==> src/rtl/fetch_stage.sv <==
// RV32I fetch: owns the PC, issues word reads with a credit limit of DEPTH, queues returns in order.
// Latency grant -> rvalid -> o_valid one cycle later; when the queue fills, requests stop and outputs hold.

module fifo #(
   parameter int WIDTH = 64,
   parameter int DEPTH = 2
) (
   input  logic                    clk,
   input  logic                    rst_n,
   input  logic                    flush,
   input  logic                    push_vld,
   input  logic [WIDTH-1:0]        push_dat,
   input  logic                    pop_rdy,
   output logic [WIDTH-1:0]        head_dat,
   output logic                    empty,
   output logic [$clog2(DEPTH):0]  count
);
   localparam int AW = $clog2(DEPTH);

   logic [WIDTH-1:0] mem_q [DEPTH];
   logic [WIDTH-1:0] mem_d [DEPTH];
   logic [AW-1:0]    wr_ptr_q, wr_ptr_d;
   logic [AW-1:0]    rd_ptr_q, rd_ptr_d;
   logic [AW:0]      count_q, count_d;
   logic             do_push, do_pop;

   always_comb begin
      do_push  = push_vld && (count_q != (AW+1)'(DEPTH));
      do_pop   = pop_rdy && (count_q != '0);
      mem_d    = mem_q;
      wr_ptr_d = wr_ptr_q;
      rd_ptr_d = rd_ptr_q;
      count_d  = count_q;
      // flush wins over a same-cycle push or pop
      if (flush) begin
         wr_ptr_d = '0;
         rd_ptr_d = '0;
         count_d  = '0;
      end else begin
         if (do_push) begin
            mem_d[wr_ptr_q] = push_dat;
            wr_ptr_d        = wr_ptr_q + AW'(1);
         end
         if (do_pop) begin
            rd_ptr_d = rd_ptr_q + AW'(1);
         end
         count_d = count_q + (AW+1)'(do_push) - (AW+1)'(do_pop);
      end
   end

   always_ff @(posedge clk or negedge rst_n) begin
      if (!rst_n) begin
         for (int i = 0; i < DEPTH; i++) begin
            mem_q[i] <= '0;
         end
         wr_ptr_q <= '0;
         rd_ptr_q <= '0;
         count_q  <= '0;
      end else begin
         mem_q    <= mem_d;
         wr_ptr_q <= wr_ptr_d;
         rd_ptr_q <= rd_ptr_d;
         count_q  <= count_d;
      end
   end

   assign head_dat = mem_q[rd_ptr_q];
   assign empty    = (count_q == '0);
   assign count    = count_q;
endmodule

module fetch_stage #(
   parameter logic [31:0] RESET_PC = 32'h0000_0000,
   parameter int          DEPTH    = 2
) (
   input  logic        clk,
   input  logic        rst_n,
   output logic        o_im_req,
   output logic [31:0] o_im_addr,
   input  logic        i_im_gnt,
   input  logic        i_im_rvalid,
   input  logic [31:0] i_im_rdata,
   input  logic        i_redirect,
   input  logic [31:0] i_redirect_pc,
   output logic [31:0] o_inst,
   output logic [31:0] o_pc,
   output logic        o_valid,
   input  logic        i_ready
);
   localparam int          CW      = $clog2(DEPTH) + 1;
   localparam logic [31:0] NOP     = 32'h0000_0013;
   localparam logic [CW:0] CREDITS = (CW+1)'(DEPTH);

   typedef struct packed {
      logic [31:0] pc;
      logic [31:0] inst;
   } fetch_ent_t;

   logic [31:0]   pc_q, pc_d;
   logic [31:0]   resp_pc_q, resp_pc_d;
   logic [CW-1:0] outstanding_q, outstanding_d;
   logic [CW-1:0] drop_q, drop_d;
   logic          run_q, run_d;

   logic          im_xfer;
   logic          rsp_vld;
   logic          rsp_keep;
   logic          push_vld;
   logic          pop_rdy;
   logic          fifo_empty;
   logic [CW-1:0] fifo_count;
   logic [31:0]   redirect_tgt;
   fetch_ent_t    push_dat;
   fetch_ent_t    head_dat;

   assign redirect_tgt = i_redirect_pc & ~32'h0000_0003;

   // Credits cover both in-flight and buffered words, so the FIFO can never overflow.
   always_comb begin
      o_im_req  = run_q && !i_redirect &&
                  (({1'b0, outstanding_q} + {1'b0, fifo_count}) < CREDITS);
      o_im_addr = pc_q;
      im_xfer   = o_im_req && i_im_gnt;
      rsp_vld   = i_im_rvalid && (outstanding_q != '0);
      rsp_keep  = rsp_vld && (drop_q == '0);
      push_vld  = rsp_keep && !i_redirect;
      push_dat  = '{pc: resp_pc_q, inst: i_im_rdata};
      pop_rdy   = !fifo_empty && i_ready;
   end

   always_comb begin
      run_d         = 1'b1;
      pc_d          = pc_q;
      resp_pc_d     = resp_pc_q;
      drop_d        = drop_q;
      outstanding_d = outstanding_q + CW'(im_xfer) - CW'(rsp_vld);
      if (im_xfer) begin
         pc_d = pc_q + 32'd4;
      end
      if (rsp_vld && (drop_q != '0)) begin
         drop_d = drop_q - CW'(1);
      end
      if (rsp_keep) begin
         resp_pc_d = resp_pc_q + 32'd4;
      end
      // every fetch still in flight after this edge belongs to the old path
      if (i_redirect) begin
         pc_d      = redirect_tgt;
         resp_pc_d = redirect_tgt;
         drop_d    = outstanding_d;
      end
   end

   always_ff @(posedge clk or negedge rst_n) begin
      if (!rst_n) begin
         run_q         <= 1'b0;
         pc_q          <= RESET_PC;
         resp_pc_q     <= RESET_PC;
         outstanding_q <= '0;
         drop_q        <= '0;
      end else begin
         run_q         <= run_d;
         pc_q          <= pc_d;
         resp_pc_q     <= resp_pc_d;
         outstanding_q <= outstanding_d;
         drop_q        <= drop_d;
      end
   end

   fifo #(
      .WIDTH ($bits(fetch_ent_t)),
      .DEPTH (DEPTH)
   ) u_fifo (
      .clk      (clk),
      .rst_n    (rst_n),
      .flush    (i_redirect),
      .push_vld (push_vld),
      .push_dat (push_dat),
      .pop_rdy  (pop_rdy),
      .head_dat (head_dat),
      .empty    (fifo_empty),
      .count    (fifo_count)
   );

   always_comb begin
      o_valid = !fifo_empty;
      o_inst  = o_valid ? head_dat.inst : NOP;
      o_pc    = o_valid ? head_dat.pc   : 32'h0;
   end

   a_rvalid_credited: assert property (@(posedge clk) disable iff (!rst_n)
      i_im_rvalid |-> (outstanding_q != '0));
endmodule

==> config.mk <==
export PLATFORM = sky130hd
export DESIGN_NAME = fetch_stage
export DESIGN_NICKNAME = d
export VERILOG_FILES = /design/src/rtl/fetch_stage.sv
export SDC_FILE = /design/constraint.sdc
export NUM_CORES = 1
export LEC_CHECK = 0
export BUFFER_PORTS_ARGS = -buffer_cell sky130_fd_sc_hd__buf_2
export CAP_MARGIN = 40
export CELL_PAD_IN_SITES_DETAIL_PLACEMENT = 1
export CELL_PAD_IN_SITES_GLOBAL_PLACEMENT = 2
export CORE_ASPECT_RATIO = 0.75
export CORE_MARGIN = 2
export CORE_UTILIZATION = 37
export CTS_CLUSTER_SIZE = 24
export DETAILED_ROUTE_END_ITERATION = 12
export PLACE_DENSITY = 0.83
export SLEW_MARGIN = 20
export SYNTH_ARGS = -nofsm -noshare
export SYNTH_HDL_FRONTEND = slang
export SYNTH_SLANG_ARGS = --single-unit
==> constraint.sdc <==
create_clock -name clk -period 4.3 [get_ports clk]
set_input_delay 0.215 -clock clk [delete_from_list [all_inputs] [get_ports clk]]
set_output_delay 0.215 -clock clk [all_outputs]
set_load 0.02 [all_outputs]
-- Word level (Yosys, flattened, before mapping)
Index checks and enable logic that the tools add are counted.
- output and inout port bits: 98
- register bits after elaboration: 201
- logic and storage cells: 71
- $lt $le $gt $ge: 4
- bitwise gates (word level): 3
- multiplexer cells: 19
- equal/unequal tests: 1
- add/subtract/negate cells: 10
- reduce and logical (&&, ||, !) cells: 24
- operators by type and width (operator ; count):
    64-bit 2-to-1 mux ; 4
    32-bit 2-to-1 mux ; 6
    128-bit bitwise mux ; 1
    32-bit by 3-bit adder with 32-bit output (second input constant) ; 2
    64-bit demux with 1-bit select ; 1
    2-bit nonzero test ; 8
    1-bit logical AND ; 11
    2-bit 2-to-1 mux ; 3
    2-bit by 1-bit adder with 2-bit output ; 2
    2-bit >= comparator (second input constant) ; 2
    2-bit logical NOT ; 2
    1-bit 2-to-1 mux ; 4
    1-bit inverter with 2-bit output ; 2
    2-bit by 1-bit subtractor with 2-bit output ; 2
    2-bit by 2-bit adder with 3-bit output ; 1
    3-bit by 2-bit less-than comparator with 1-bit output (second input constant) ; 1
    1-bit adder (second input constant) ; 2
    1-bit logical NOT ; 2
    2-bit by 1-bit less-than comparator with 1-bit output (second input constant) ; 1
    2-bit != test (second input constant) ; 1
    2-bit AND reduction ; 1
    2-bit by 1-bit subtractor with 2-bit output (second input constant) ; 1
    1-bit inverter ; 1

-- Depth between registers and ports, before layout
Gate-level depths: netlist of run 1.
- word-level depth: 8
- gate-level depth with buffers: 13
- gate-level depth less buffers: 12

-- Hierarchy
From an unflattened synthesis of run 1, not the netlist that was laid out.
- cells, all modules: 799
- area, all modules: 10088.4 um^2
- modules (own cells, without submodules) (module ; cells an instance ; instances ; area an instance (um^2)):
    fifo ; 365 ; 1 ; 5898.2
    fetch_stage ; 434 ; 1 ; 4190.3

-- Worst setup path after synthesis of run 1
Ideal clock, no wire load.
- kind: reg-to-reg
- start: register outstanding_q[0]
- end: register drop_q[1]
- data arrival time: 2.917 ns
- path slack: 1.317 ns
- buffers on the path: 1
- setup time: 0.066 ns
- period minus slack after synthesis: 2.983 ns
- cell stages (with the launch flop): 14
- path through: dfrtp_1 and2_1 fa_1 or4b_4 nor2_1 inv_1 clkbuf_1 ha_1 inv_1 ha_1 xnor2_1 xnor2_1 nand2_1 nand2_1
- longest elaborated chain between the ends: 7
- elaborated cells between the ends (all ways): 11
- RTL lines (item ; line ; RTL):
    start: declaration ; 101 ; logic [CW-1:0] outstanding_q, outstanding_d;
    start signal: assignment ; 165 ; outstanding_q <= outstanding_d;
    2-bit by 2-bit adder with 3-bit output ; 121 ; (({1'b0, outstanding_q} + {1'b0, fifo_count}) < CREDITS);
    3-bit by 2-bit less-than comparator with 1-bit output ; 121 ;
    1-bit logical AND ; 120 ; o_im_req = run_q && !i_redirect &&
    1-bit logical AND ; 123 ; im_xfer = o_im_req && i_im_gnt;
    2-bit by 1-bit adder with 2-bit output ; 136 ; outstanding_d = outstanding_q + CW'(im_xfer) - CW'(rsp_vld);
    2-bit by 1-bit subtractor with 2-bit output (*) ; 136 ;
    named net outstanding_d[1] ; 101 ;
    2-bit 2-to-1 mux (*) ; 147 ; if (i_redirect) begin
    end signal: assignment ; 166 ; drop_q <= drop_d;
    end: declaration ; 102 ; logic [CW-1:0] drop_q, drop_d;
The timed path passes the listed nets; every way through them passes the cells marked *.
A chain may end at the register's enable or synchronous reset.

-- Final worst setup path of run 1
- start: register u_fifo.count_q[0], in the netlist u_fifo.count[0]
- end: register pc_q[21], in the netlist o_im_addr[21]
- longest elaborated chain between the ends: 5
- RTL lines (item ; line ; RTL):
    start: declaration ; 24 ; logic [AW:0] count_q, count_d;
    start signal: assignment ; 63 ; count_q <= count_d;
    2-bit by 2-bit adder with 3-bit output ; 121 ;
    3-bit by 2-bit less-than comparator with 1-bit output ; 121 ;
    1-bit logical AND ; 120 ;
    1-bit logical AND ; 123 ;
    2-bit nonzero test (no line) ; -- ;
    end signal: assignment ; 163 ; pc_q <= pc_d;
    end: declaration ; 99 ; logic [31:0] pc_q, pc_d;
Every way passes these cells.

==> impl_metrics.yaml, run 1 <==
status:
  status: "finished, final reports clean"
min_path:
  hp-class: "primary input to flip-flop"
route:
  routedWlPerCell_um: 18.56
  viasPerCell: 5.123
  final_antenna_net_count: 0
  routed_wl_um: 24660
  drc_errors: 0
  via_count: 6808
  drtPass1Iterations: 4
  drtIter0Drc: 186
synthesis:
  syn_area_um2: 9279
  synth_seq_area_share_pct: 52.05
  yosysWarnings: 0
  ys_seq_elements: 193
  ys_types: 43
  avgSynthCellArea_um2: 11.37
  synthCells: 816
finish:
  drive_gt1_share_pct: 35.52
  syn_to_final_growth_pct: 20.44
  final.fill_count: 2767
  multi_input_area_um2: 4227
  n_antenna_cell: 0
  nets: 1056
  regArea_um2: 4833
global_route:
  antenna_found_initial: 0
  grt_overflow: 0
  grt_max_degree: 77
  grt_pass1_vias: 7341
  grt.total_usage_pct: 19.14
  grt_pass1_wl_um: 40060
worst_setup_path:
  critical_path_class: "flip-flop to flip-flop"
  required_ns: 4.59
  critPathCaptureType: "flip-flop"
  path_cells: "and2_1 > fa_1 > or4b_4 > nor4b_1 > nand3_1 > o211ai_1 > o311ai_0"
  start_kind: "flip-flop"
  crit_slowest_cell: "or4b_4"
  slowest_delay_ns: 0.58
  worstPathArrival_ns: 3.37
  crit_fanout: 6
job:
  max-cap-violations: 0
sta:
  relSlewSlack_pct: 48.39
  hold_ws_ns: 0.02783
  fin_skew_ns: 0.01720
  min_period_ns: 3.085
  finalHoldViolations: 0
  final-setup-viol-count: 0
  timing.fmax_ghz: 0.3241
  rsz0062_at_grt: "false"
  finalMaxSlewViolations: 0
  final_min_period_over_clock_period_pct: 71.75
  worstMarginPinSlew_ns: 0.7683
  fin_setup_tns_ns: 0
  setup_slack_ns: 1.215
die:
  num_rows: 50
  core-area_um2: 24770
  initial_core_util_pct: 37.45
  die_x_um: 186.9
  die_area_um2: 26370
  pin_count: 168
  die_y_um: 141.1
pwr:
  p_leak_nw: 5.015
  ir_drop_mv: 0.3284
  total_power_w: 0.006883
  powerDensity_nw_per_um2: 615.9
cts:
  path_clk_slew_ns: 0.08
  post_cts_buffers: 0
  cts-root-buf: "clkbuf_16"
  cts-hold-fix-buffers: 3
  clk_latency_ns: 0.44
  clock_sinks: 193
  clk_path_buf_depth: 2
  cts_repair_resize_count: 0
  cts_tree: "done"
  cts_buffers: 17
  cts_max_level: 4
placement:
  gp_congestion: 0.8005
  dp_slack_ns: 1.246
  port_buffers: 161
  dpl.hpwl_um: 17710
## kinds of logic after synthesis
kind of cell	synth area share [%]
other cells	0.08094
flops	52.05
buf+inv	2.710
fa+ha+maj	1.160
mux	23.03
simple gates	11.85
compound gates	5.246
xor+xnor	3.870
## final cells by class
| cell class | count | share of cell area, % |
|---|---|---|
| clock buffers | 18 | 3.930 |
| well taps | 338 | 3.784 |
| flip-flops and latches | 193 | 43.25 |
| inverters | 16 | 0.5374 |
| multi-input cells | 567 | 37.82 |
| clock inverters | 14 | 1.355 |
| repair buffers | 183 | 9.326 |
## cells in the mapped netlist
cell type / instances / area [µm²]
dfrtp_1: 193 / 4830
mux2_2: 132 / 1486
nor2_1: 81 / 304.0
mux2i_1: 65 / 650.6
nand2_1: 62 / 232.7
o21ai_0: 33 / 165.2
nand3_1: 32 / 160.2
xor2_1: 29 / 254.0
clkbuf_1: 26 / 97.59
nand4_1: 21 / 131.4
o211ai_1: 18 / 135.1
inv_1: 15 / 56.30
buf_2: 12 / 60.06
nor3_1: 12 / 60.06
xnor2_1: 12 / 105.1
a21oi_1: 10 / 50.05
o311ai_0: 8 / 70.07
ha_1: 7 / 87.58
nor4_1: 7 / 43.79
a31oi_1: 4 / 25.02
and2_1: 4 / 25.02
buf_4: 4 / 30.03
or3_1: 4 / 25.02
nor2b_1: 3 / 18.77
and3_1: 2 / 12.51
conb_1: 2 / 7.510
or2_2: 2 / 12.51
a21boi_0: 1 / 7.510
and2_0: 1 / 6.260
buf_1: 1 / 3.750
clkinv_1: 1 / 3.750
fa_1: 1 / 20.02
nand2b_1: 1 / 6.260
nand3b_1: 1 / 7.510
nor4_2: 1 / 12.51
nor4b_1: 1 / 8.760
o2111ai_1: 1 / 8.760
o21a_1: 1 / 7.510
o221ai_1: 1 / 8.760
o31a_1: 1 / 8.760
or4_1: 1 / 7.510
or4_4: 1 / 11.26
or4b_4: 1 / 13.76
## power breakdown
group,switching [W],internal (W)
registers,0.000447,0.00242
clock network,0.000740,0.000883
logic,0.00129,0.00110
## stage by stage
step / cell area [µm²] / instances / utilization (%)
finish: 11180 / 1329 / 45.11
detailed placement: 10560 / 1294 / 42.61
CTS: 11180 / 1329 / 45.11
global route: 11180 / 1329 / 45.11
global placement: 10500 / 1290 / 42.36
floorplan: 9290 / 819 / -
## metal layers
metal  global-route usage, %  vias to the layer above  share of wire, %
li1                        -                     3209                 -
met1                   26.12                     3482                48
met2                   32.09                      101                48
met3                   3.411                       16               3.3
met4                   4.010                        0              0.90
met5                       0                        -                 0
## state kept, by name, summed over array words and instances, names as in the netlist, 2 cells and up
| signal | count |
|---|---|
| outstanding_q | 2 |
| resp_pc_q | 30 |
| drop_q | 2 |
| u_fifo.mem_q | 124 |
| u_fifo.count | 2 |
| o_im_addr | 30 |
## placed cells by master (no fill, tap or decap), types with 14 or more instances in the layout
cell type and count:
nand3_1 32, inv_1 15, nor2_1 80, buf_4 14, xor2_1 29, mux2_2 132, nand2_1 62, o211ai_1 18
buf_2 161, mux2i_1 65, dfrtp_1 192, clkbuf_16 17, o21ai_0 33, nand4_1 21
## critical path: cells and delay by family (launching register included)
kind	cells	cell delay, ns
adder cells (fa/ha/maj)	1	0.44
AND/OR/NAND/NOR	4	1.65
AO/OA/AOI/OAI	2	0.41
flip-flops	1	0.44
## final timing paths
path / slack (ns) / from / depth (start not counted) / to
worst max-delay path: 1.21 / u_fifo.count[0] / 7 / o_im_addr[21]
worst min-delay path: 0.03 / i_im_rdata[1] / 2 / u_fifo.mem_q[1]
worst max register to register: 1.21 / u_fifo.count[0] / 7 / o_im_addr[21]
worst min register to register: 0.51 / u_fifo.mem_q[127] / 1 / u_fifo.mem_q[127]
max in group asynchronous: 2.87 / rst_n / 4 / u_fifo.mem_q[92]
min in group asynchronous: 0.30 / rst_n / 2 / o_im_addr[22]
Power figures use the tool's default switching activity.
==> run 2: changes to the inputs <==
==> constraint.sdc (replaced) <==
create_clock -name clk -period 2.95 [get_ports clk]
set_input_delay 0.1475 -clock clk [delete_from_list [all_inputs] [get_ports clk]]
set_output_delay 0.1475 -clock clk [all_outputs]
set_load 0.02 [all_outputs]
==> impl_metrics.yaml, run 2 (synthesis results as in run 1) <==
status:
  status: "finished, final reports clean"
route:
  routed_wl_um: 26010
  routedWlPerCell_um: 18.61
  via_count: 7106
  topRoutingLayerUsed: "met4"
  drc_errors: 0
  final_antenna_net_count: 0
  drtPass1Iterations: 4
  met3WireLength_um: 979
  drtIter0Drc: 256
  wl_met1_um: 12350
  viasPerCell: 5.083
  wl_met2_um: 12380
finish:
  final_area_um2: 11870
  regMostFlops: "u_fifo.mem_q"
  fin_util_pct: 47.91
  final_common_cell: "dfrtp_1"
  drive_gt1_share_pct: 34.47
  syn_to_final_growth_pct: 27.91
  final.fill_count: 2749
  regArea_um2: 4833
  multi_input_area_um2: 4260
  nets: 1124
  largest_reg_flops: 124
  layout_common_cells: "192 x dfrtp_1, 160 x buf_2, 132 x mux2_2, 79 x nor2_1, 65 x mux2i_1"
worst_setup_path:
  critPathCaptureType: "flip-flop"
  crit_slowest_cell: "or4b_4"
  slowest_delay_ns: 0.53
  path_cells: "and2_1 > fa_1 > or4b_4 > or4_4 > or3_1 > xnor2_1 > mux2_2"
  rrSetupSlack_ns: 0.08
  start_kind: "flip-flop"
  worstPathArrival_ns: 3.21
  crit_fanout: 3
  critical_path_class: "flip-flop to flip-flop"
  required_ns: 3.29
  r2r_cells: 7
sta:
  finalMaxSlewViolations: 0
  final-setup-viol-count: 0
  relSlewSlack_pct: 53.20
  fin_skew_ns: 0.01647
  min_period_ns: 2.868
  final_min_period_over_clock_period_pct: 97.23
  finalHoldViolations: 0
  worstMarginPinSlew_ns: 0.7020
  timing.fmax_ghz: 0.3487
cts:
  cts_buffers: 17
  cts_max_level: 4
  clk_path_buf_depth: 2
  cts_tree: "done"
  cts-root-buf: "clkbuf_16"
  clock_sinks: 193
  path_clk_slew_ns: 0.08
  clk_latency_ns: 0.45
  post_cts_buffers: 0
placement:
  placed_area_um2: 10650
  gp_congestion: 0.7775
  dpl.hpwl_um: 17790
  port_buffers: 161
global_route:
  grt_pass1_vias: 7730
  antenna_found_initial: 1
  grt_overflow: 0
  grt.total_usage_pct: 20.28
  grt_pass1_wl_um: 42050
  grt_max_degree: 72
die:
  core-area_um2: 24770
  num_rows: 50
  die_y_um: 141.1
  die_area_um2: 26370
  initial_core_util_pct: 37.45
  pin_count: 168
  die_x_um: 186.9
min_path:
  hold_path_depth: 3
  hp-class: "primary input to flip-flop"
pwr:
  powerDensity_nw_per_um2: 858.7
  p_leak_nw: 5.301
  ir_drop_mv: 0.4331
job:
  max-cap-violations: 0
## run 2: changes by cell type in the layout (fill, tap and decap cells not counted), sizes merged
cell,previous run,this run
buf,179,189
diode,0,1
dlygate4sd3,3,61
clkbuf,19,21
inv,21,18
clkinvlp,2,3
## run 2: through the flow
stage | hold slack (ns) | setup TNS, ns | cells | power [W] | worst slack [ns]
6_report | 0.02919 | 0 | 1398 | 0.01019 | 0.08182
5_1_grt | 0.02469 | -0.003787 | 1398 | 0.01084 | -0.003787
4_1_cts | 0.01923 | 0 | 1397 | 0.01027 | 0.02442
3_5_place_dp | 0.2032 | 0 | 1304 | 0.007834 | 0.07358
3_3_place_gp | 0.2070 | 0 | 1303 | 0.007670 | 0.09678
2_1_floorplan | -0.1481 | 0 | 819 | 0.006558 | 0.02413
## run 2: final cells by class
type | count | share of cell area, %
flip-flops and latches | 193 | 40.72
multi-input cells | 567 | 35.89
repair buffers | 251 | 14.47
clock buffers | 20 | 3.679
well taps | 338 | 3.563
clock inverters | 12 | 1.117
inverters | 16 | 0.5271
diodes | 1 | 0.02108
## run 2: per-layer routing
layer | GRT usage [%] | up-vias
met1 | 27.72 | 3617
li1 | - | 3336
met4 | 5.806 | 0
met5 | 0 | -
met2 | 33.11 | 129
met3 | 3.734 | 24
## run 2: final timing paths
kind,start,endpoint
max,outstanding_q[0],o_im_addr[14]
min,i_redirect_pc[9],o_im_addr[9]
max reg2reg,outstanding_q[0],o_im_addr[14]
min reg2reg,u_fifo.mem_q[106],u_fifo.mem_q[106]
max in group asynchronous,rst_n,u_fifo.mem_q[60]
min in group asynchronous,rst_n,o_im_addr[23]
## run 2: power by group
part           leakage (nW)  internal, W  switching (W)
registers              2.43      0.00353       0.000570
logic                  2.60      0.00171        0.00205
clock network         0.271      0.00126        0.00107
## run 2: critical path, delay by kind of cell (launching register included)
family        cells  cell delay (ns)
simple gates      4             1.55
fa+ha+maj         1             0.43
flops             1             0.38
mux               1             0.27
xor+xnor          1             0.13
## run 2: what timing repair did
action | CTS | global route
hold endpoints to repair | 185 | 0
setup endpoints to repair | 0 | 4
hold buffers | 61 | 0
gates resized for setup | 0 | 7
